$ cat src/rtl/dot_product_mac.sv
// dot_product_mac: signed K-element dot product with a registered product stage.
module dot_product_mac #(
    parameter int W     = 8,
    parameter int K     = 4,
    parameter int ACC_W = 2*W + $clog2(K)
) (
    input  logic                    clk,
    input  logic                    reset,
    input  logic                    start,
    input  logic signed [W-1:0]     a_in,
    input  logic signed [W-1:0]     b_in,
    input  logic                    in_valid,
    output logic                    busy,
    output logic signed [ACC_W-1:0] result,
    output logic                    result_valid
);
    localparam int CW = $clog2(K + 1);
    localparam logic [CW-1:0] LAST = CW'(K - 1);

    typedef enum logic [1:0] {IDLE, ACCUM, DRAIN, DONE} state_t;

    state_t                  state;
    logic signed [2*W-1:0]   prod;
    logic                    prod_valid;
    logic signed [ACC_W-1:0] acc;
    logic [CW-1:0]           cnt;
    logic signed [ACC_W-1:0] prod_ext;

    assign prod_ext = prod;

    // The product captured on one edge is folded into acc on the next, so the
    // final sum is acc + prod_ext at the DRAIN->DONE edge.
    always_ff @(posedge clk) begin
        if (reset) begin
            state        <= IDLE;
            prod         <= '0;
            prod_valid   <= 1'b0;
            acc          <= '0;
            cnt          <= '0;
            result       <= '0;
            result_valid <= 1'b0;
            busy         <= 1'b0;
        end else begin
            result_valid <= 1'b0;
            prod_valid   <= 1'b0;
            if (prod_valid)
                acc <= acc + prod_ext;
            case (state)
                IDLE: if (start) begin
                    acc   <= '0;
                    cnt   <= '0;
                    state <= ACCUM;
                    busy  <= 1'b1;
                end
                ACCUM: if (in_valid) begin
                    prod       <= a_in * b_in;
                    prod_valid <= 1'b1;
                    cnt        <= cnt + 1'b1;
                    if (cnt == LAST)
                        state <= DRAIN;
                end
                DRAIN: begin
                    result       <= acc + prod_ext;
                    result_valid <= 1'b1;
                    state        <= DONE;
                end
                default: begin
                    state <= IDLE;
                    busy  <= 1'b0;
                end
            endcase
        end
    end
endmodule
$ cat config.mk
export PLATFORM = sky130hd
export DESIGN_NAME = dot_product_mac
export DESIGN_NICKNAME = d
export VERILOG_FILES = /design/src/rtl/dot_product_mac.sv
export SDC_FILE = /design/constraint.sdc
export NUM_CORES = 1
export LEC_CHECK = 0
export ABC_AREA = 0
export ABC_CLOCK_PERIOD_IN_PS = 6800
export CAP_MARGIN = 0
export CORE_ASPECT_RATIO = 0.8
export CORE_UTILIZATION = 30
export CTS_BUF_LIST = sky130_fd_sc_hd__clkbuf_8
export CTS_CLUSTER_DIAMETER = 120
export CTS_CLUSTER_SIZE = 20
export DETAILED_ROUTE_END_ITERATION = 16
export GPL_TIMING_DRIVEN = 0
export PLACE_DENSITY = 0.53
export SETUP_SLACK_MARGIN = 0.15
export SKIP_CTS_REPAIR_TIMING = 1
export SLEW_MARGIN = 10
export SYNTH_ARGS = -nofsm -noshare
export SYNTH_HDL_FRONTEND = slang
export SYNTH_SLANG_ARGS = --single-unit
$ cat constraint.sdc
create_clock -name clk -period 6.8 [get_ports clk]
set_input_delay 1.02 -clock clk [delete_from_list [all_inputs] [get_ports clk]]
set_output_delay 1.02 -clock clk [all_outputs]
set_load 0.01 [all_outputs]
==> impl_metrics.csv, run 1 <==
group,metric,value,unit
run_status,status,"finished, final reports clean",
logic_synthesis,synth_cells,644,
timing,hold_viol,0,
final_layout,n_antenna_cell,0,
global_route,grt_max_degree,12,
logic_synthesis,syn_area,5600,µm²
timing,tns,0,ns
logic_synthesis,synth_fp_nets,771,
routing,firstDrtPassIters,4,
die,rows,44,
clock_tree,h-tree-depth,3,
worst_hold_path,hp-class,"flop to flop",
power_and_ir_drop,total_power,1930,µW
global_route,grt_pass1_vias,4504,
logic_synthesis,synth.top_cell.area_share,21.4,%
global_route,grt_use_met2,22.0,%
die,die_area,19200,µm²
clock_tree,cts-root-buf,"clkbuf_8",
timing,slew_viol_final,0,
final_layout,fin_util,35.7,%
worst_setup_path,critical_path_class,"input pin to flop",
global_route,antenna_found_initial,0,
timing,relSlewSlack,46.0,%
timing,clock.fmax,185,MHz
die,initial_core_util,30.7,%
die,core-area,18200,µm²
global_route,use_met3,3.39,%
worst_setup_path,critPathCaptureType,"flop",
worst_setup_path,critPathMaxFanout,8,
timing,rsz0062_at_grt,"no",
routing,drc_errors,0,
worst_setup_path,crit_slowest_cell,"clkdlybuf4s50_1",
logic_synthesis,synth_warnings,0,
global_route,grt_pass1_wl,22600,µm
worst_setup_path,cp.buffers_inverters,5,
job,cap_viol_max_count,0,
place,port_buffers,38,
logic_synthesis,synth_edf_count,0,
worst_setup_path,path_common_cell,"inv_1",
power_and_ir_drop,p_leak,0.00285,µW
die,io_pins,40,
routing,dr.first_iter.drc_count,306,
clock_tree,cts_max_path_buffers,2,
logic_synthesis,yosys.area.top_type,"dfxtp_1",
worst_setup_path,worstPathArrival,5.68,ns
final_layout,final_common_cell,"inv_1",
clock_tree,path_clk_slew,0.07,ns
routing,drt-total-wl,13000,µm
logic_synthesis,synth_cell_types,50,
timing,period_share,79.5,%
worst_setup_path,max_stage_delay,0.56,ns
routing,via_count,4369,
timing,finalSetupViolCount,0,
power_and_ir_drop,ir_worst_vdd,0.000149,V
global_route,grt_overflow,0,
timing,skew,0.00605,ns
place,gp_congestion,0.833,
worst_setup_path,crit_required,7.07,ns
global_route,gr-usage-all-layers,14.9,%
logic_synthesis,avgSynthCellArea,8.70,µm²
worst_setup_path,worstPathCellList,"clkdlybuf4s50_1 -> and2_1 -> ha_1 -> inv_1 -> fa_1 -> inv_1 -> fa_1 -> inv_1 -> fa_1 -> inv_1 -> ha_1 -> a21oi_1 -> a32oi_1 -> a221oi_2 -> xnor2_1 -> a21o_1",
timing,fin_crit,5.41,ns
place,dp_hpwl,10300,µm
clock_tree,insertion_delay,0.37,ns
final_layout,drive_above_1_share,4.30,%
power_and_ir_drop,power.density,297,nW/µm²
final_layout,layout_common_cells,"inv_1 (97), dfxtp_1 (60), fa_1 (56), nand2_1 (55), ha_1 (51)",
global_route,busiest_layer,"met1",
logic_synthesis,synth_ff_type,"dfxtp_1",
logic_synthesis,synth-seq-cells,60,
routing,routedWlPerCell,13.6,µm
logic_synthesis,synth_area_leaders,"dfxtp_1 (21%), fa_1 (20%), ha_1 (11%)",
final_layout,area_delta_synth_final,16.2,%
global_route,grtUsageMet1,22.1,%
die,dieWidth,155,µm
die,die_h,124,µm
clock_tree,tritoncts,"done",
routing,via_per_inst,4.59,
timing,tightest_slew,0.810,ns
clock_tree,cts.sinks,60,
worst_setup_path,cp_top_family,"adder cells",
logic_synthesis,seq_area_frac_synth,21.4,%
routing,antenna_left,0,
worst_setup_path,worst_setup_path_start_kind,"input pin",
clock_tree,cts_buffers,9,
final_layout,nNetsFinal,820,
logic_synthesis,async_flop_share,0,%
==> flip-flops by register name (all words and copies together), names as in the netlist <==
signal        count
acc              18
result           18
prod             16
cnt               3
state             2
busy              1
prod_valid        1
result_valid      1
==> stage by stage <==
| stage | instances | worst slack (ns) | hold WS, ns | cell area, µm² |
|---|---|---|---|---|
| 2_1_floorplan | 644 | 1.91 | 0.436 | 5600 |
| 3_3_place_gp | 935 | 0.937 | 0.455 | 6300 |
| 3_5_place_dp | 935 | 0.951 | 0.461 | 6300 |
| 4_1_cts | 951 | 1.34 | 0.472 | 6510 |
| 5_1_grt | 951 | 1.05 | 0.486 | 6510 |
| 6_report | 951 | 1.39 | 0.469 | 6510 |
==> path summary, 6_finish.rpt <==
kind | start | endpoint | slack, ns | cells after the start
worst max-delay path | b_in[0] | prod[14]$_SDFFE_PP0P_ | 1.39 | 16
worst min-delay path | cnt[2]$_SDFFE_PP0P_ | cnt[2]$_SDFFE_PP0P_ | 0.47 | 2
worst max register to register | prod[0]$_SDFFE_PP0P_ | result[14]$_SDFFE_PP0P_ | 4.44 | 9
worst min register to register | cnt[2]$_SDFFE_PP0P_ | cnt[2]$_SDFFE_PP0P_ | 0.47 | 2
==> routing by layer <==
metal | part of all wire [%] | up-vias
met1 | 54 | 2080
met5 | 0 | -
met4 | 0.73 | 0
met3 | 4.1 | 13
met2 | 41 | 60
li1 | - | 2216
==> cell families after synthesis <==
family | synth area share [%]
multiplexers | 2.88
AO/OA/AOI/OAI | 14.1
adder cells (fa/ha/maj) | 31.4
XOR/XNOR | 4.07
AND/OR/NAND/NOR | 18.6
buffers and inverters | 7.53
flip-flops | 21.4
==> Yosys cell counts, drive strengths merged (2+ instances only) <==
cell,instances
nor3b,5
ha,51
nand2b,14
dfxtp,60
nor3,10
fa,56
and3,3
nand2,55
nor2,35
o32ai,4
o21ai,20
a21oi,44
mux2i,15
nand3b,4
buf,5
xnor2,19
and2,47
o21a,3
o211ai,6
nand3,14
a311oi,2
a31oi,4
a21o,11
nor2b,12
clkbuf,10
inv,97
a211oi,10
xor2,7
o22ai,5
o211a,3
a32oi,2
==> tightest hold or removal path, cell delays in order, from the launching register on <==
cell and delay (ns):
dfxtp_1 0.31, nand2b_1 0.06, a21oi_1 0.05
==> layout make-up <==
type / count / area, µm²
fillers: 1910 / 11700
multi-input cells: 472 / 3980
flip-flops and latches: 60 / 1200
repair buffers: 38 / 380
inverters: 97 / 364
well taps: 253 / 317
clock buffers: 11 / 151
clock inverters: 5 / 58.8
plain buffers: 15 / 57.6
==> report_power, final <==
group | switching, µW | internal (µW) | total [µW]
Clock | 160 | 190 | 349
Combinational | 649 | 495 | 1140
Sequential | 36.8 | 404 | 440
Note: power is estimated with default switching activity, not from simulation.
==> run 2: changes to the inputs <==
--- a/config.mk
+++ b/config.mk
@@ -6,7 +6,7 @@
 export NUM_CORES = 1
 export LEC_CHECK = 0
 export ABC_AREA = 0
-export ABC_CLOCK_PERIOD_IN_PS = 6800
+export ABC_CLOCK_PERIOD_IN_PS = 5530
 export CAP_MARGIN = 0
 export CORE_ASPECT_RATIO = 0.8
 export CORE_UTILIZATION = 30
==> constraint.sdc (replaced) <==
create_clock -name clk -period 5.53 [get_ports clk]
set_input_delay 0.8295 -clock clk [delete_from_list [all_inputs] [get_ports clk]]
set_output_delay 0.8295 -clock clk [all_outputs]
set_load 0.01 [all_outputs]
==> run 2 against run 1 <==
Effect of this change: die area unchanged; wire length about the same; power up 23%; via count down 0.32%; hold slack about the same; non-clock buffer count unchanged; combinational power up 25%; sequential share of layout area down 0.074 points; count of clock-buffer cells in the layout unchanged; critical path type unchanged; largest cell class unchanged.
==> impl_metrics.csv, run 2 (synthesis gave the netlist of run 1 again) <==
group,metric,value,unit
run_status,status,"finished, final reports clean",
power_and_ir_drop,total_power,2380,µW
clock_tree,insertion_delay,0.36,ns
power_and_ir_drop,p_int,1340,µW
final_layout,drive_above_1_share,4.73,%
worst_hold_path,hp-start,"prod[4]$_SDFFE_PP0P_",
worst_setup_path,worstPathArrival,5.38,ns
final_layout,reg.largest.list,"acc x18, result x18, prod x16",
worst_setup_path,crit_required,5.76,ns
timing,clock.fmax,194,MHz
power_and_ir_drop,p_sw_share,43.7,%
global_route,grt_pass1_vias,4504,
power_and_ir_drop,clkPwrFrac,17.9,%
die,rows,44,
global_route,gr-usage-all-layers,14.9,%
routing,firstDrtPassIters,7,
worst_setup_path,crit_path_start,"a_in[3]",
power_and_ir_drop,p_leak,0.00291,µW
routing,via_per_inst,4.58,
global_route,grt_overflow,0,
clock_tree,h-tree-depth,3,
routing,dr.first_iter.drc_count,284,
worst_setup_path,worst_setup_path_start_kind,"input pin",
timing,fin_crit,5.16,ns
clock_tree,cts-root-buf,"clkbuf_8",
die,io_pins,40,
timing,tns,0,ns
place,place_area,6300,µm²
global_route,grt_pass1_wl,22600,µm
power_and_ir_drop,ir_worst_vdd,0.000184,V
die,core-area,18200,µm²
die,dieWidth,155,µm
timing,hold_viol,0,
place,gp_congestion,0.833,
worst_setup_path,r2r_start,"prod[0]$_SDFFE_PP0P_",
final_layout,area_delta_synth_final,16.7,%
clock_tree,cts.sinks,60,
clock_tree,path_clk_slew,0.07,ns
final_layout,fin_cells,951,
worst_setup_path,critPathMaxFanout,8,
power_and_ir_drop,power.density,365,nW/µm²
job,cap_viol_max_count,0,
timing,period_share,93.2,%
timing,skew,0.00755,ns
place,pre_cts_ws,-0.129,ns
routing,routedWlPerCell,13.6,µm
power_and_ir_drop,p_comb_share,59.4,%
timing,slew_viol_final,0,
worst_hold_path,hp-class,"flop to flop",
place,port_buffers,38,
clock_tree,tritoncts,"done",
routing,drt-total-wl,13000,µm
clock_tree,cts_buffers,9,
place,dp_hpwl,10300,µm
place,dp_cells,935,
die,die_h,124,µm
power_and_ir_drop,power_frac_seq,22.7,%
power_and_ir_drop,power_switching,1040,µW
global_route,antenna_found_initial,0,
worst_setup_path,critical_path_class,"input pin to flop",
final_layout,stdcell_area,6540,µm²
final_layout,n_fill_cell,1912,
die,die_area,19200,µm²
final_layout,nNetsFinal,820,
timing,relSlewSlack,45.2,%
worst_setup_path,critPathCaptureType,"flop",
routing,drc_errors,0,
routing,antenna_left,0,
timing,fin_ws,0.375,ns
die,initial_core_util,30.7,%
global_route,grt_max_degree,12,
final_layout,layout_common_cells,"inv_1 (97), dfxtp_1 (60), nand2_1 (55), fa_1 (55), ha_1 (50)",
final_layout,n_antenna_cell,0,
routing,via_count,4355,
timing,tightest_slew,0.821,ns
timing,rsz0062_at_grt,"no",
final_layout,final_common_cell,"inv_1",
clock_tree,cts_max_path_buffers,2,
timing,finalSetupViolCount,0,
## run 2: cell count changes in the layout (fill, tap and decap cells not counted)
| cell | before | now |
|---|---|---|
| clkdlybuf4s50_1 | 38 | 31 |
| a21oi_2 | 3 | 4 |
| ha_2 | 0 | 1 |
| fa_1 | 56 | 55 |
| dlymetal6s2s_1 | 0 | 7 |
| ha_1 | 51 | 50 |
| fa_2 | 0 | 1 |
| a21oi_1 | 41 | 40 |
## run 2: layout make-up
type | instances | area (µm²) | area share [%]
well taps | 253 | 317 | 4.84
multi-input cells | 472 | 3990 | 61.0
inverters | 97 | 364 | 5.57
plain buffers | 15 | 57.6 | 0.881
clock buffers | 11 | 151 | 2.32
clock inverters | 5 | 58.8 | 0.900
flip-flops and latches | 60 | 1200 | 18.4
repair buffers | 38 | 398 | 6.09
## run 2: final timing paths
check / to / slack, ns / depth (start not counted)
worst max-delay path: prod[13]$_SDFFE_PP0P_ / 0.37 / 17
worst min-delay path: prod[4]$_SDFFE_PP0P_ / 0.47 / 2
worst max register to register: result[14]$_SDFFE_PP0P_ / 3.17 / 9
worst min register to register: prod[4]$_SDFFE_PP0P_ / 0.47 / 2
## run 2: critical path: stages
cell	delay, ns
clkdlybuf4s50_1	0.57
and2_1	0.24
fa_1	0.53
inv_1	0.05
fa_1	0.47
inv_1	0.05
fa_1	0.52
inv_1	0.05
fa_1	0.52
inv_1	0.04
ha_1	0.35
o211a_1	0.16
o21ai_1	0.12
a311o_1	0.39
and3_2	0.21
o21ai_0	0.17
a21oi_1	0.08
## run 2: power by group through the flow
stage	Combinational (µW)	Sequential [µW]	Clock [µW]
detailed placement	1420	552	0
global placement	1420	554	0
global route	1650	549	459
finish	1420	541	426
floorplan	1100	543	0
CTS	1430	543	438
## run 2: layer usage
layer / vias to the layer above / global-route usage (%) / wire (µm)
met5: - / 0 / 0
met4: 0 / 2.97 / 73
met3: 6 / 3.39 / 459
met2: 53 / 22.0 / 5380
met1: 2080 / 22.1 / 7040
li1: 2216 / - / -
## run 2: through the flow
stage | util (%) | hold slack, ns
5_1_grt | 35.9 | 0.486
3_5_place_dp | 34.6 | 0.461
4_1_cts | 35.7 | 0.472
3_3_place_gp | 34.6 | 0.455
2_1_floorplan | - | 0.436
6_report | 35.9 | 0.469
==> run 3: changes to the inputs <==
--- a/config.mk
+++ b/config.mk
@@ -10,7 +10,6 @@
 export CAP_MARGIN = 0
 export CORE_ASPECT_RATIO = 0.8
 export CORE_UTILIZATION = 30
-export CTS_BUF_LIST = sky130_fd_sc_hd__clkbuf_8
 export CTS_CLUSTER_DIAMETER = 120
 export CTS_CLUSTER_SIZE = 20
 export DETAILED_ROUTE_END_ITERATION = 16
==> run 3 against run 2 <==
Effect of this change: setup slack got worse by 0.0055 ns; flip-flop and latch count stayed put; combinational power about the same; cell count stayed put; largest cell class unchanged; highest routed layer unchanged.
==> impl_metrics.csv, run 3 (synthesis gave the netlist of run 1 again) <==
group,metric,value,unit
worst_hold_path,hp-class,"flop to flop",
routing,via_count,4367,
global_route,grt_pass1_wl,22600,µm
timing,finalSetupViolCount,0,
die,core-area,18200,µm²
timing,skew,0.00445,ns
routing,dr.first_iter.drc_count,286,
global_route,grt_max_degree,12,
final_layout,nNetsFinal,820,
clock_tree,path_clk_slew,0.05,ns
timing,slew_viol_final,0,
timing,relSlewSlack,45.8,%
place,dp_cells,935,
die,rows,44,
clock_tree,cts_max_path_buffers,2,
worst_setup_path,worstPathCellList,"clkdlybuf4s50_1 -> and2_1 -> fa_1 -> fa_1 -> fa_1 -> inv_1 -> fa_1 -> inv_1 -> ha_1 -> o211a_1 -> o21ai_1 -> a311o_1 -> and3_2 -> o21ai_0 -> a21oi_1",
worst_hold_path,hp-start,"prod[4]$_SDFFE_PP0P_",
routing,antenna_left,0,
routing,drc_errors,0,
timing,rsz0062_at_grt,"no",
clock_tree,cts-root-buf,"clkbuf_16",
place,gp_congestion,0.833,
worst_setup_path,critPathMaxFanout,9,
worst_hold_path,hold_end,"prod[4]$_SDFFE_PP0P_",
final_layout,stdcell_area,6640,µm²
die,die_h,124,µm
final_layout,final_common_cell,"inv_1",
global_route,gr-usage-all-layers,14.8,%
worst_setup_path,rrSetupSlack,3.18,ns
timing,period_share,93.3,%
timing,hold_viol,0,
worst_setup_path,crit_slowest_cell,"clkdlybuf4s50_1",
worst_setup_path,critPathCaptureType,"flop",
die,initial_core_util,30.7,%
worst_setup_path,cp_top_family,"adder cells",
final_layout,n_antenna_cell,0,
die,io_pins,40,
final_layout,fin_util,36.4,%
job,cap_viol_max_count,0,
worst_setup_path,crit_required,5.73,ns
timing,worst_hold_slack,0.465,ns
timing,fin_crit,5.16,ns
final_layout,layout_common_cells,"inv_1 (97), dfxtp_1 (60), nand2_1 (55), fa_1 (55), ha_1 (50)",
clock_tree,tritoncts,"done",
routing,routedWlPerCell,13.6,µm
worst_setup_path,max_stage_delay,0.64,ns
routing,firstDrtPassIters,4,
worst_setup_path,r2r-end,"result[14]$_SDFFE_PP0P_",
place,dp_hpwl,10300,µm
worst_setup_path,r2r_start,"prod[0]$_SDFFE_PP0P_",
clock_tree,cts_buffers,9,
final_layout,drive_above_1_share,4.73,%
worst_setup_path,cp.buffers_inverters,3,
final_layout,area_delta_synth_final,18.6,%
die,die_area,19200,µm²
power_and_ir_drop,p_leak,0.00297,µW
worst_setup_path,reg2regPathDepth,9,
clock_tree,cts.sinks,60,
worst_setup_path,worst_setup_path_start_kind,"input pin",
timing,tightest_slew,0.813,ns
die,dieWidth,155,µm
worst_setup_path,worstPathArrival,5.36,ns
power_and_ir_drop,total_power,2540,µW
global_route,grt_pass1_vias,4511,
routing,drt-total-wl,12900,µm
worst_setup_path,critical_path_class,"input pin to flop",
power_and_ir_drop,ir_worst_vdd,0.000183,V
timing,clock.fmax,194,MHz
place,port_buffers,38,
final_layout,reg.largest.list,"acc x18, result x18, prod x16",
global_route,grt_overflow,0,
clock_tree,insertion_delay,0.33,ns
global_route,antenna_found_initial,0,
place,place_area,6300,µm²
routing,via_per_inst,4.59,
worst_setup_path,path_common_cell,"fa_1",
worst_hold_path,holdPathStages,2,
clock_tree,h-tree-depth,3,
final_layout,fin_cells,951,
power_and_ir_drop,power.density,382,nW/µm²
run_status,status,"finished, final reports clean",
-- run 3: changes by cell type in the layout (fill, tap and decap cells not counted) --
cell,previous run,this run
clkbuf_16,0,9
clkbuf_8,11,2
clkdlybuf4s50_1,31,29
dlymetal6s2s_1,7,9
-- run 3: power breakdown --
part	leakage, µW	switching (µW)	internal [µW]
clock	0.000148	209	374
combinational	0.00234	803	611
sequential	0.000485	45.1	497
-- run 3: layout make-up --
type / count / area, µm²
clock buffer: 11 / 253
fill: 1900 / 11600
clock inverter: 5 / 58.8
inverter: 97 / 364
tap: 253 / 317
multi-input combinational: 472 / 3990
timing repair buffer: 38 / 403
buffer: 15 / 57.6
sequential: 60 / 1200
-- run 3: worst max-delay path by stage --
stage	from	to	slack, ns	depth (start not counted)
floorplan	a_in[7]	prod[13]$_SDFFE_PP0P_	0.83	15
finish	b_in[6]	prod[13]$_SDFFE_PP0P_	0.37	15
global placement	b_in[2]	prod[13]$_SDFFE_PP0P_	-0.14	17
detailed placement	b_in[0]	prod[14]$_SDFFE_PP0P_	-0.13	16
CTS	b_in[0]	prod[14]$_SDFFE_PP0P_	0.22	16
global route	a_in[2]	prod[13]$_SDFFE_PP0P_	0.15	15
-- run 3: through the flow --
step | setup slack [ns] | setup TNS [ns]
after floorplan | 0.832 | 0
after global placement | -0.143 | -0.426
after detailed placement | -0.129 | -0.329
after CTS | 0.222 | 0
after global routing | 0.151 | 0
final | 0.369 | 0
-- run 3: worst min-delay path, cell delays in order (launching register included) --
cell and delay (ns):
dfxtp_1 0.31, nand2_1 0.05, a21oi_1 0.05
-- run 3: metal layers --
layer	global-route usage [%]	wire length, µm
met1	22.1	7110
met2	22.0	5290
met3	2.65	415
met4	3.32	115
met5	0	0
